==> config.mk <==
export PLATFORM = sky130hd
export DESIGN_NAME = task_op_dispatcher
export DESIGN_NICKNAME = d
export VERILOG_FILES = /design/src/rtl/task_op_pkg.sv /design/src/rtl/task_cmd_fifo.sv /design/src/rtl/task_op_dispatcher.sv
export SDC_FILE = /design/constraint.sdc
export NUM_CORES = 1
export LEC_CHECK = 0
export ABC_AREA = 1
export CORE_MARGIN = 2
export CORE_UTILIZATION = 44
export CTS_CLUSTER_SIZE = 25
export DETAILED_ROUTE_END_ITERATION = 10
export HOLD_SLACK_MARGIN = 0.03
export PLACE_DENSITY = 0.69
export SYNTH_ARGS = -nofsm -noshare
export SYNTH_HDL_FRONTEND = slang
export SYNTH_SLANG_ARGS = --single-unit
export TNS_END_PERCENT = 50
==> constraint.sdc <==
create_clock -name CLK -period 2.2 [get_ports CLK]
set_input_delay 0.44 -clock CLK [delete_from_list [all_inputs] [get_ports CLK]]
set_output_delay 0.44 -clock CLK [all_outputs]
set_load 0.05 [all_outputs]
==> src/rtl/task_op_pkg.sv <==
// Shared definitions for the task operation bus: opcodes, field widths and the
// op-word packing helper used by the dispatcher and the task modules.
package task_op_pkg;

    localparam int ID_W   = 4;
    localparam int OPC_W  = 4;
    localparam int ARG_W  = 4;
    localparam int CMD_W  = ID_W + OPC_W + ARG_W;
    localparam int WORD_W = 16;

    localparam logic [ID_W-1:0] ID_NONE = 4'h0;

    localparam logic [OPC_W-1:0] OP_READY    = 4'h1;
    localparam logic [OPC_W-1:0] OP_SUSPEND  = 4'h2;
    localparam logic [OPC_W-1:0] OP_WAIT     = 4'h3;
    localparam logic [OPC_W-1:0] OP_KILL     = 4'h4;
    localparam logic [OPC_W-1:0] OP_SET_PRIO = 4'h5;
    localparam logic [OPC_W-1:0] OP_SET_HIT  = 4'h6;
    localparam logic [OPC_W-1:0] OP_EXECUTE  = 4'h7;
    localparam logic [OPC_W-1:0] OP_FINISH   = 4'hF;

    typedef struct packed {
        logic [ID_W-1:0]  id;
        logic [OPC_W-1:0] opcode;
        logic [ARG_W-1:0] arg;
    } cmd_t;

    typedef enum logic {
        ST_IDLE,
        ST_EXEC
    } disp_state_t;

    function automatic logic [WORD_W-1:0] pack_op(input logic [ID_W-1:0]  id,
                                                  input logic [OPC_W-1:0] opcode,
                                                  input logic [ARG_W-1:0] arg);
        return {4'h0, id, opcode, arg};
    endfunction

    // Opcodes that take a task off the CPU and therefore end its slice early.
    function automatic logic is_abort_op(input logic [OPC_W-1:0] opcode);
        return (opcode == OP_KILL) || (opcode == OP_SUSPEND) || (opcode == OP_WAIT);
    endfunction

endpackage

==> src/rtl/task_cmd_fifo.sv <==
// Synchronous FIFO for queued host commands; read data is the current head
// entry, valid whenever empty is low.
module task_cmd_fifo #(
    parameter int DEPTH = 4,
    parameter int WIDTH = 12
) (
    input  logic                      CLK,
    input  logic                      RST,
    input  logic                      push,
    input  logic [WIDTH-1:0]          push_data,
    input  logic                      pop,
    output logic [WIDTH-1:0]          pop_data,
    output logic                      full,
    output logic                      empty,
    output logic [$clog2(DEPTH):0]    count
);

    localparam int AW = $clog2(DEPTH);
    localparam int CW = AW + 1;

    logic [WIDTH-1:0] mem [DEPTH];
    logic [AW-1:0]    wr_ptr;
    logic [AW-1:0]    rd_ptr;
    logic [CW-1:0]    count_q;
    logic             do_push;
    logic             do_pop;

    // A full queue refuses the push even when a pop frees a slot this cycle.
    assign do_push = push && !full;
    assign do_pop  = pop && !empty;

    always_ff @(posedge CLK) begin
        if (RST) begin
            wr_ptr  <= '0;
            rd_ptr  <= '0;
            count_q <= '0;
        end else begin
            if (do_push) wr_ptr <= wr_ptr + AW'(1);
            if (do_pop)  rd_ptr <= rd_ptr + AW'(1);
            count_q <= count_q + CW'(do_push) - CW'(do_pop);
        end
    end

    // NOTE: storage is deliberately not reset; the pointers and count define
    // which entries are meaningful, so clearing the array buys nothing.
    always_ff @(posedge CLK) begin
        if (do_push && !RST) mem[wr_ptr] <= push_data;
    end

    assign pop_data = mem[rd_ptr];
    assign full     = (count_q == CW'(DEPTH));
    assign empty    = (count_q == '0);
    assign count    = count_q;

endmodule

==> src/rtl/task_op_dispatcher.sv <==
// Issuing side of the task operation bus: serializes queued host commands and
// runs time slices for the sorter winner with Execute / Finish-execution words.
module task_op_dispatcher
    import task_op_pkg::*;
#(
    parameter int SLICE_CYCLES = 16,
    parameter int FIFO_DEPTH   = 4
) (
    input  logic              CLK,
    input  logic              RST,
    input  logic              cmd_valid,
    output logic              cmd_ready,
    input  logic [ID_W-1:0]   cmd_id,
    input  logic [OPC_W-1:0]  cmd_opcode,
    input  logic [ARG_W-1:0]  cmd_arg,
    input  logic [7:0]        in_winner,
    output logic [WORD_W-1:0] out_op,
    output logic              exec_busy,
    output logic [ID_W-1:0]   exec_id
);

    localparam int                CNT_W    = $clog2(SLICE_CYCLES + 1);
    localparam logic [CNT_W-1:0]  CNT_LOAD = CNT_W'(SLICE_CYCLES - 1);

    disp_state_t         state, state_nxt;
    logic [CNT_W-1:0]    cnt, cnt_nxt;
    logic [ID_W-1:0]     exec_id_q, exec_id_nxt;
    logic [WORD_W-1:0]   out_op_q, out_op_nxt;

    logic                fifo_pop;
    logic                fifo_full;
    logic                fifo_empty;
    logic [CMD_W-1:0]    fifo_rd_data;
    logic [$clog2(FIFO_DEPTH):0] fifo_count;
    cmd_t                head;
    logic [ID_W-1:0]     winner_id;
    logic                abort_hit;
    logic                unused_ok;

    task_cmd_fifo #(
        .DEPTH (FIFO_DEPTH),
        .WIDTH (CMD_W)
    ) u_cmd_fifo (
        .CLK       (CLK),
        .RST       (RST),
        .push      (cmd_valid),
        .push_data ({cmd_id, cmd_opcode, cmd_arg}),
        .pop       (fifo_pop),
        .pop_data  (fifo_rd_data),
        .full      (fifo_full),
        .empty     (fifo_empty),
        .count     (fifo_count)
    );

    assign head      = cmd_t'(fifo_rd_data);
    assign winner_id = in_winner[7:4];
    assign cmd_ready = !fifo_full;
    assign unused_ok = ^{in_winner[3:0], fifo_count};

    // The abort is judged on the word already on the bus, so it lands one
    // cycle after that word appears.
    assign abort_hit = (state == ST_EXEC) &&
                       (out_op_q[11:8] == exec_id_q) &&
                       is_abort_op(out_op_q[7:4]);

    // NOTE: every output of this block gets a default first so no path can
    // leave a variable unassigned and infer a latch.
    always_comb begin
        state_nxt   = state;
        cnt_nxt     = cnt;
        exec_id_nxt = exec_id_q;
        out_op_nxt  = '0;
        fifo_pop    = 1'b0;

        unique case (state)
            ST_IDLE: begin
                if (!fifo_empty) begin
                    fifo_pop = 1'b1;
                    if (head.id != ID_NONE)
                        out_op_nxt = pack_op(head.id, head.opcode, head.arg);
                end else if (winner_id != ID_NONE) begin
                    out_op_nxt  = pack_op(winner_id, OP_EXECUTE, 4'h0);
                    exec_id_nxt = winner_id;
                    cnt_nxt     = CNT_LOAD;
                    state_nxt   = ST_EXEC;
                end
            end

            ST_EXEC: begin
                if (abort_hit) begin
                    exec_id_nxt = ID_NONE;
                    state_nxt   = ST_IDLE;
                end else if (cnt == '0) begin
                    out_op_nxt  = pack_op(exec_id_q, OP_FINISH, 4'h0);
                    exec_id_nxt = ID_NONE;
                    state_nxt   = ST_IDLE;
                end else begin
                    cnt_nxt = cnt - CNT_W'(1);
                    if (!fifo_empty) begin
                        fifo_pop = 1'b1;
                        if (head.id != ID_NONE)
                            out_op_nxt = pack_op(head.id, head.opcode, head.arg);
                    end
                end
            end

            default: state_nxt = ST_IDLE;
        endcase
    end

    // NOTE: state registers use non-blocking assignments so every flop samples
    // the pre-edge values regardless of statement order.
    always_ff @(posedge CLK) begin
        if (RST) begin
            state     <= ST_IDLE;
            cnt       <= '0;
            exec_id_q <= ID_NONE;
            out_op_q  <= '0;
        end else begin
            state     <= state_nxt;
            cnt       <= cnt_nxt;
            exec_id_q <= exec_id_nxt;
            out_op_q  <= out_op_nxt;
        end
    end

    assign out_op    = out_op_q;
    assign exec_busy = (state == ST_EXEC);
    assign exec_id   = exec_id_q;

endmodule
# Word level (Yosys, flattened, before mapping)
# Memory sizes are Yosys's and may differ from the RTL's. A register that Yosys moved wholly into a read port is not among the register bits.
# Index checks and enable logic that the tools add are counted.
dict set report word_totals {
  wordCells 70
  memories 1
  out_inout_bits 22
  ff_bits 33
  mem_bits_rw 48
  in_bits 23
}
# memory words width read_ports rd_ports_with_merged_regs write_ports line
set memory_table {}
lappend memory_table {u_cmd_fifo.mem 4 12 1 1 1 task_cmd_fifo.sv:21} ;# logic [WIDTH-1:0] mem [DEPTH];
dict set report classes {
  n_addsub 5
  bitwise 1
  n_reduce_logical 16
  mux 30
  n_eq_ne 10
}
# operator n
set op_table {}
lappend op_table {{$mux W16} 4}
lappend op_table {{$pmux W16 S2} 1}
lappend op_table {{$mux W12} 2}
lappend op_table {{$mux W5} 4}
lappend op_table {{$mux W4} 4}
lappend op_table {{$pmux W5 S2} 1}
lappend op_table {{$mux W1} 9}
lappend op_table {{$eq A4 B2 Y1 const B} 2}
lappend op_table {{$ne A2 B2 Y1 const B} 4}
lappend op_table {{$pmux W4 S2} 1}
lappend op_table {{$reduce_bool A4 Y1} 2}
lappend op_table {{$logic_and A1 B1 Y1} 5}
lappend op_table {{$logic_not A5 Y1} 1}
lappend op_table {{$sub A5 B1 Y5 const B} 1}
lappend op_table {{$add A2 B1 Y2 const B} 2}
lappend op_table {{$eq A4 B3 Y1 const B} 1}
lappend op_table {{$eq A4 B4 Y1} 1}
lappend op_table {{$mux W2} 2}
lappend op_table {{$pmux W1 S2} 2}
lappend op_table {{$reduce_and A4 Y1} 1}
lappend op_table {{$add A3 B1 Y3} 1}
lappend op_table {{$eq A3 B3 Y1 const B} 1}
lappend op_table {{$logic_not A1 Y1} 3}
lappend op_table {{$logic_not A3 Y1} 1}
lappend op_table {{other kinds (5)} 6}

# Longest topological paths before layout
dict set report depth {
  depth_word 9
  ltp_mapped 16
  depth_no_buf 16
}

# Modules after synthesis
# Synthesis repeated with hierarchy kept, for this count alone.
dict set report hier_totals {
  cells_unflattened 370
  area_unflattened_um2 3448.3
}
# mod cells_per_inst area_per_inst_um2 n_inst
set modules_own_cells {}
lappend modules_own_cells {task_cmd_fifo 185 2270.9 1}
lappend modules_own_cells {task_op_dispatcher 185 1177.4 1}

# Worst setup path after synthesis
# No wires, ideal clock.
dict set report synth_path {
  kind {reg2reg}
  from {reg exec_id_q[1] (netlist: exec_id[1])}
  to {reg u_cmd_fifo.count_q[2] (netlist: u_cmd_fifo.count[2])}
  required_ns 2.080
  period_less_slack_ns 2.520
  path_stages_with_launch 17
  slack_ns -0.320
  arrival_ns 2.400
  path_buffers 0
  setup_ns 0.120
  cell_sequence {dfxtp_1 > inv_1 > nand2_1 > nand2_1 > inv_1 > nand2_1 > nor2_1 > nand2_2 > nand3_2 > inv_2 > ha_1 > inv_1 > ha_1 > inv_1 > fa_1 > o21ai_0 > a21oi_1}
}
dict set report synth_between {
  elab_chain_cells 7
}
# element line
set synth_rtl {}
lappend synth_rtl {{start, declared} task_op_dispatcher.sv:27} ;# logic [ID_W-1:0] exec_id_q, exec_id_nxt;
lappend synth_rtl {{start signal, assigned} task_op_dispatcher.sv:122} ;# exec_id_q <= exec_id_nxt;
lappend synth_rtl {{$eq A4 B4 Y1} task_op_dispatcher.sv:63} ;# (out_op_q[11:8] == exec_id_q) &&
lappend synth_rtl {{$logic_and A1 B1 Y1} task_op_dispatcher.sv:62} ;# assign abort_hit = (state == ST_EXEC) &&
lappend synth_rtl {{$logic_and A1 B1 Y1} task_op_dispatcher.sv:63}
lappend synth_rtl {{$mux W1} task_op_dispatcher.sv:90} ;# if (abort_hit) begin
lappend synth_rtl {{$pmux W1 S2} task_op_dispatcher.sv:75} ;# unique case (state)
lappend synth_rtl {{$logic_and A1 B1 Y1} task_cmd_fifo.sv:30} ;# assign do_pop = pop && !empty;
lappend synth_rtl {{named net u_cmd_fifo.do_pop} task_cmd_fifo.sv:26} ;# logic do_pop;
lappend synth_rtl {{$sub A3 B1 Y3} task_cmd_fifo.sv:40} ;# count_q <= count_q + CW'(do_push) - CW'(do_pop);
lappend synth_rtl {{end signal, assigned} task_cmd_fifo.sv:40}
lappend synth_rtl {{end, declared} task_cmd_fifo.sv:24} ;# logic [CW-1:0] count_q;
# The timed path passes the listed nets, and every way through them passes these cells.
# A chain may end at the register's enable or synchronous reset.

# Worst setup path in the final report
dict set report layout_path {
  from {reg state (netlist: exec_busy)}
  to {out exec_busy}
}
# element line
set layout_lines {}
lappend layout_lines {{start, declared} task_op_dispatcher.sv:25} ;# disp_state_t state, state_nxt;
lappend layout_lines {{start signal, assigned} task_op_dispatcher.sv:120} ;# state <= state_nxt;
lappend layout_lines {{end, declared} task_op_dispatcher.sv:18} ;# output logic exec_busy,
# No word-level cell between the ends.

==> run_results.csv <==
group,metric,value,unit
outcome,status,"finished clean",
power,total_power,0.006382,W
worst_setup_path,crit_path_max_incr_delay,0.83,ns
die,core,7647,µm²
timing,setup_viol,0,
cts,htree_levels,3,
cts,clk_path_buf_depth,2,
placed_design,io_buffers,36,
yosys,yosysMostFrequentCell,"nand2_1",
final_layout,layout-drive-gt1-share,17.40,%
yosys,synth-async-reset-ratio,0,%
worst_setup_path,start_kind,"flip-flop",
power,power.leakage,1.659,nW
power,irDropWorstVdd,0.6005,mV
worst_hold_path,hold_class,"reg -> reg",
cts,cts_tree,"built",
grt,grt_pass1_vias,2431,
worst_setup_path,crit_slowest_cell,"clkdlybuf4s50_1",
timing,tns,0,ns
grt,grt_usage,17.38,%
detailed_routing,wl_per_cell,13.45,µm
yosys,syn_area_per_cell,9.814,µm²
cts,cts_hold_buf,0,
die,dieArea,8553,µm²
final_layout,nFillCells,666,
detailed_routing,drt-initial-drc-count,153,
timing,skew,0.01480,ns
worst_setup_path,crit_arrival,1.70,ns
die,ios,45,
cts,clock_latency,0.36,ns
power,power_density,1489,nW/µm²
cts,cts_buffers,9,
final_layout,syn_to_final_growth,24.45,%
timing,slew_headroom,65.55,%
yosys,synth.distinct_cells,31,
die,row_count,32,
grt,antenna_found_initial,0,
worst_setup_path,cp_max_fo,11,
timing,fin_crit,2.137,ns
yosys,synth_top_cell_by_area,"edfxtp_1",
timing,fmax,0.4679,GHz
yosys,syn_inst,351,
yosys,ys_warn_count,0,
placed_design,gp_congestion,0.8130,
yosys,synth-main-ff-cell,"edfxtp_1",
cts,path_clk_slew,0.09,ns
yosys,ys_top_cells_by_count,"nand2_1, edfxtp_1, nor2_1",
final_layout,multi_input_area,1196,µm²
yosys,netlist_top_cells_area,"edfxtp_1, dfxtp_1, nand2_1",
grt,gr-total-overflow,0,
die,die_h,92.48,µm
timing,finalHoldViolCount,0,
yosys,synth_enable_flop_cells,48,
timing,timing.final.max_slew_violations,0,
grt,grt_start_max_net_pins,25,
yosys,ys_seq_area_share,59.86,%
detailed_routing,totalWireLength,6858,µm
yosys,synthesis.area,3445,µm²
worst_setup_path,end_kind,"primary output",
detailed_routing,num_vias,2544,
detailed_routing,post_drt_via_cell_ratio,4.988,
detailed_routing,ant_nets,0,
detailed_routing,drc,0,
placed_design,place_hpwl,4686,µm
yosys,yosys.area.top_type_share,41.85,%
timing,period_share,97.16,%
grt,grt_pass1_wl,11720,µm
yosys,synth-seq-cells,79,
worst_setup_path,crit_type,"reg -> out",
timing,tightestPinTransition,0.5152,ns
final_layout,ff_latch_area,2098,µm²
cts,cts_root_buf,"clkbuf_8",
cts,cts_sinks,79,
job,drv_cap,0,
die,dieWidth,92.48,µm
detailed_routing,first_pass_iters,4,
die,start_util,45.04,%
worst_setup_path,critical_path_required,1.76,ns
worst_setup_path,path_cells,"buf_4, clkdlybuf4s50_1",
final_layout,diodes,0,
final_layout,nets,435,
timing,rsz0062_at_grt,"false",
==> kinds of logic after synthesis <==
family | share of synthesized area [%]
other cells | 0.1089
simple gates | 19.65
buf+inv | 6.902
fa+ha+maj | 3.487
compound gates | 9.226
xor+xnor | 0.7629
flops | 59.86
==> layer usage <==
layer / track usage [%] / up-vias / wire (µm)
li1: - / 1271 / -
met1: 23.38 / 1197 / 3097
met2: 28.41 / 66 / 3347
met3: 2.848 / 10 / 297
met4: 6.343 / 0 / 114
met5: 0 / - / 0
==> power breakdown <==
part / internal [W] / switching (W) / total (W) / leakage (nW)
Sequential: 0.00188 / 0.000185 / 0.00207 / 0.699
Combinational: 0.00109 / 0.00193 / 0.00302 / 0.837
Clock: 0.000757 / 0.000537 / 0.00129 / 0.124
Total: 0.00373 / 0.00265 / 0.00638 / 1.66
==> worst max-delay path, delay by kind of cell (launching register included) <==
kind | cells | cell delay, ns
flip-flops | 1 | 0.33
buffers and inverters | 2 | 1.02
==> final cells by class <==
class                           instances  area share (%)
Tap cell                              102           2.977
Clock inverter                          7           2.744
Multi-Input combinational cell        224           27.90
Timing Repair Buffer                   53           11.33
Clock buffer                            9           2.890
Sequential cell                        79           48.95
Inverter                               36           3.211
==> what timing repair did <==
| action | 4_1_cts | 5_1_grt |
|---|---|---|
| setup endpoints to repair | 0 | 2 |
| buffers inserted | 0 | 3 |
| gates resized for setup | 0 | 6 |
==> per-stage QoR <==
| step | hold slack (ns) | utilization (%) | cell area [µm²] | setup WS, ns | std cells |
|---|---|---|---|---|---|
| 6_report | 0.4873 | 56.05 | 4287 | 0.06257 | 510 |
| 5_1_grt | 0.5096 | 56.05 | 4287 | 0.002724 | 510 |
| 4_1_cts | 0.4839 | 55.43 | 4239 | 0.02669 | 507 |
| 3_5_place_dp | 0.4700 | 52.27 | 3998 | 0.04163 | 491 |
| 3_3_place_gp | 0.4699 | 52.27 | 3998 | 0.06380 | 491 |
| 2_1_floorplan | 0.4537 | - | 3507 | 0.01721 | 354 |
==> worst paths after layout <==
check,endpoint,from,slack [ns],depth (start not counted)
setup / recovery,exec_busy,exec_busy,0.06,2
hold / removal,cnt[2],cnt[2],0.49,2
setup reg to reg,u_cmd_fifo.count[1],exec_id[3],0.14,15
hold reg to reg,cnt[2],cnt[2],0.49,2
==> registers in the layout, indices dropped and copies added (netlist names), named ones only <==
| register | cells |
|---|---|
| out_op | 12 |
| u_cmd_fifo.count | 3 |
| cnt | 5 |
| u_cmd_fifo.wr_ptr | 2 |
| exec_id | 4 |
| exec_busy | 1 |
| u_cmd_fifo.mem | 48 |
| u_cmd_fifo.rd_ptr | 2 |
==> cells in the final DEF (no fill, tap or decap) <==
cell / n
nand3b_1: 1
or2_2: 2
nand2_4: 2
clkdlybuf4s50_1: 35
nand2_2: 4
bufinv_16: 3
a22oi_1: 3
o22ai_1: 8
inv_4: 1
nand3_1: 21
o21ai_0: 23
nor3_1: 5
inv_2: 5
dfxtp_1: 18
nand2_1: 65
fa_2: 1
xor2_1: 3
ha_1: 7
dfxtp_2: 5
conb_1: 4
dfxtp_4: 8
buf_4: 18
inv_6: 2
edfxtp_1: 48
inv_1: 30
clkinv_2: 2
o21ai_1: 3
nor2_1: 37
nor2_4: 4
ha_4: 1
a21oi_1: 23
nor3_4: 1
nor2_2: 1
nand3_4: 2
clkbuf_8: 9
nand4_1: 3
Note: power is estimated with default switching activity, not from simulation.
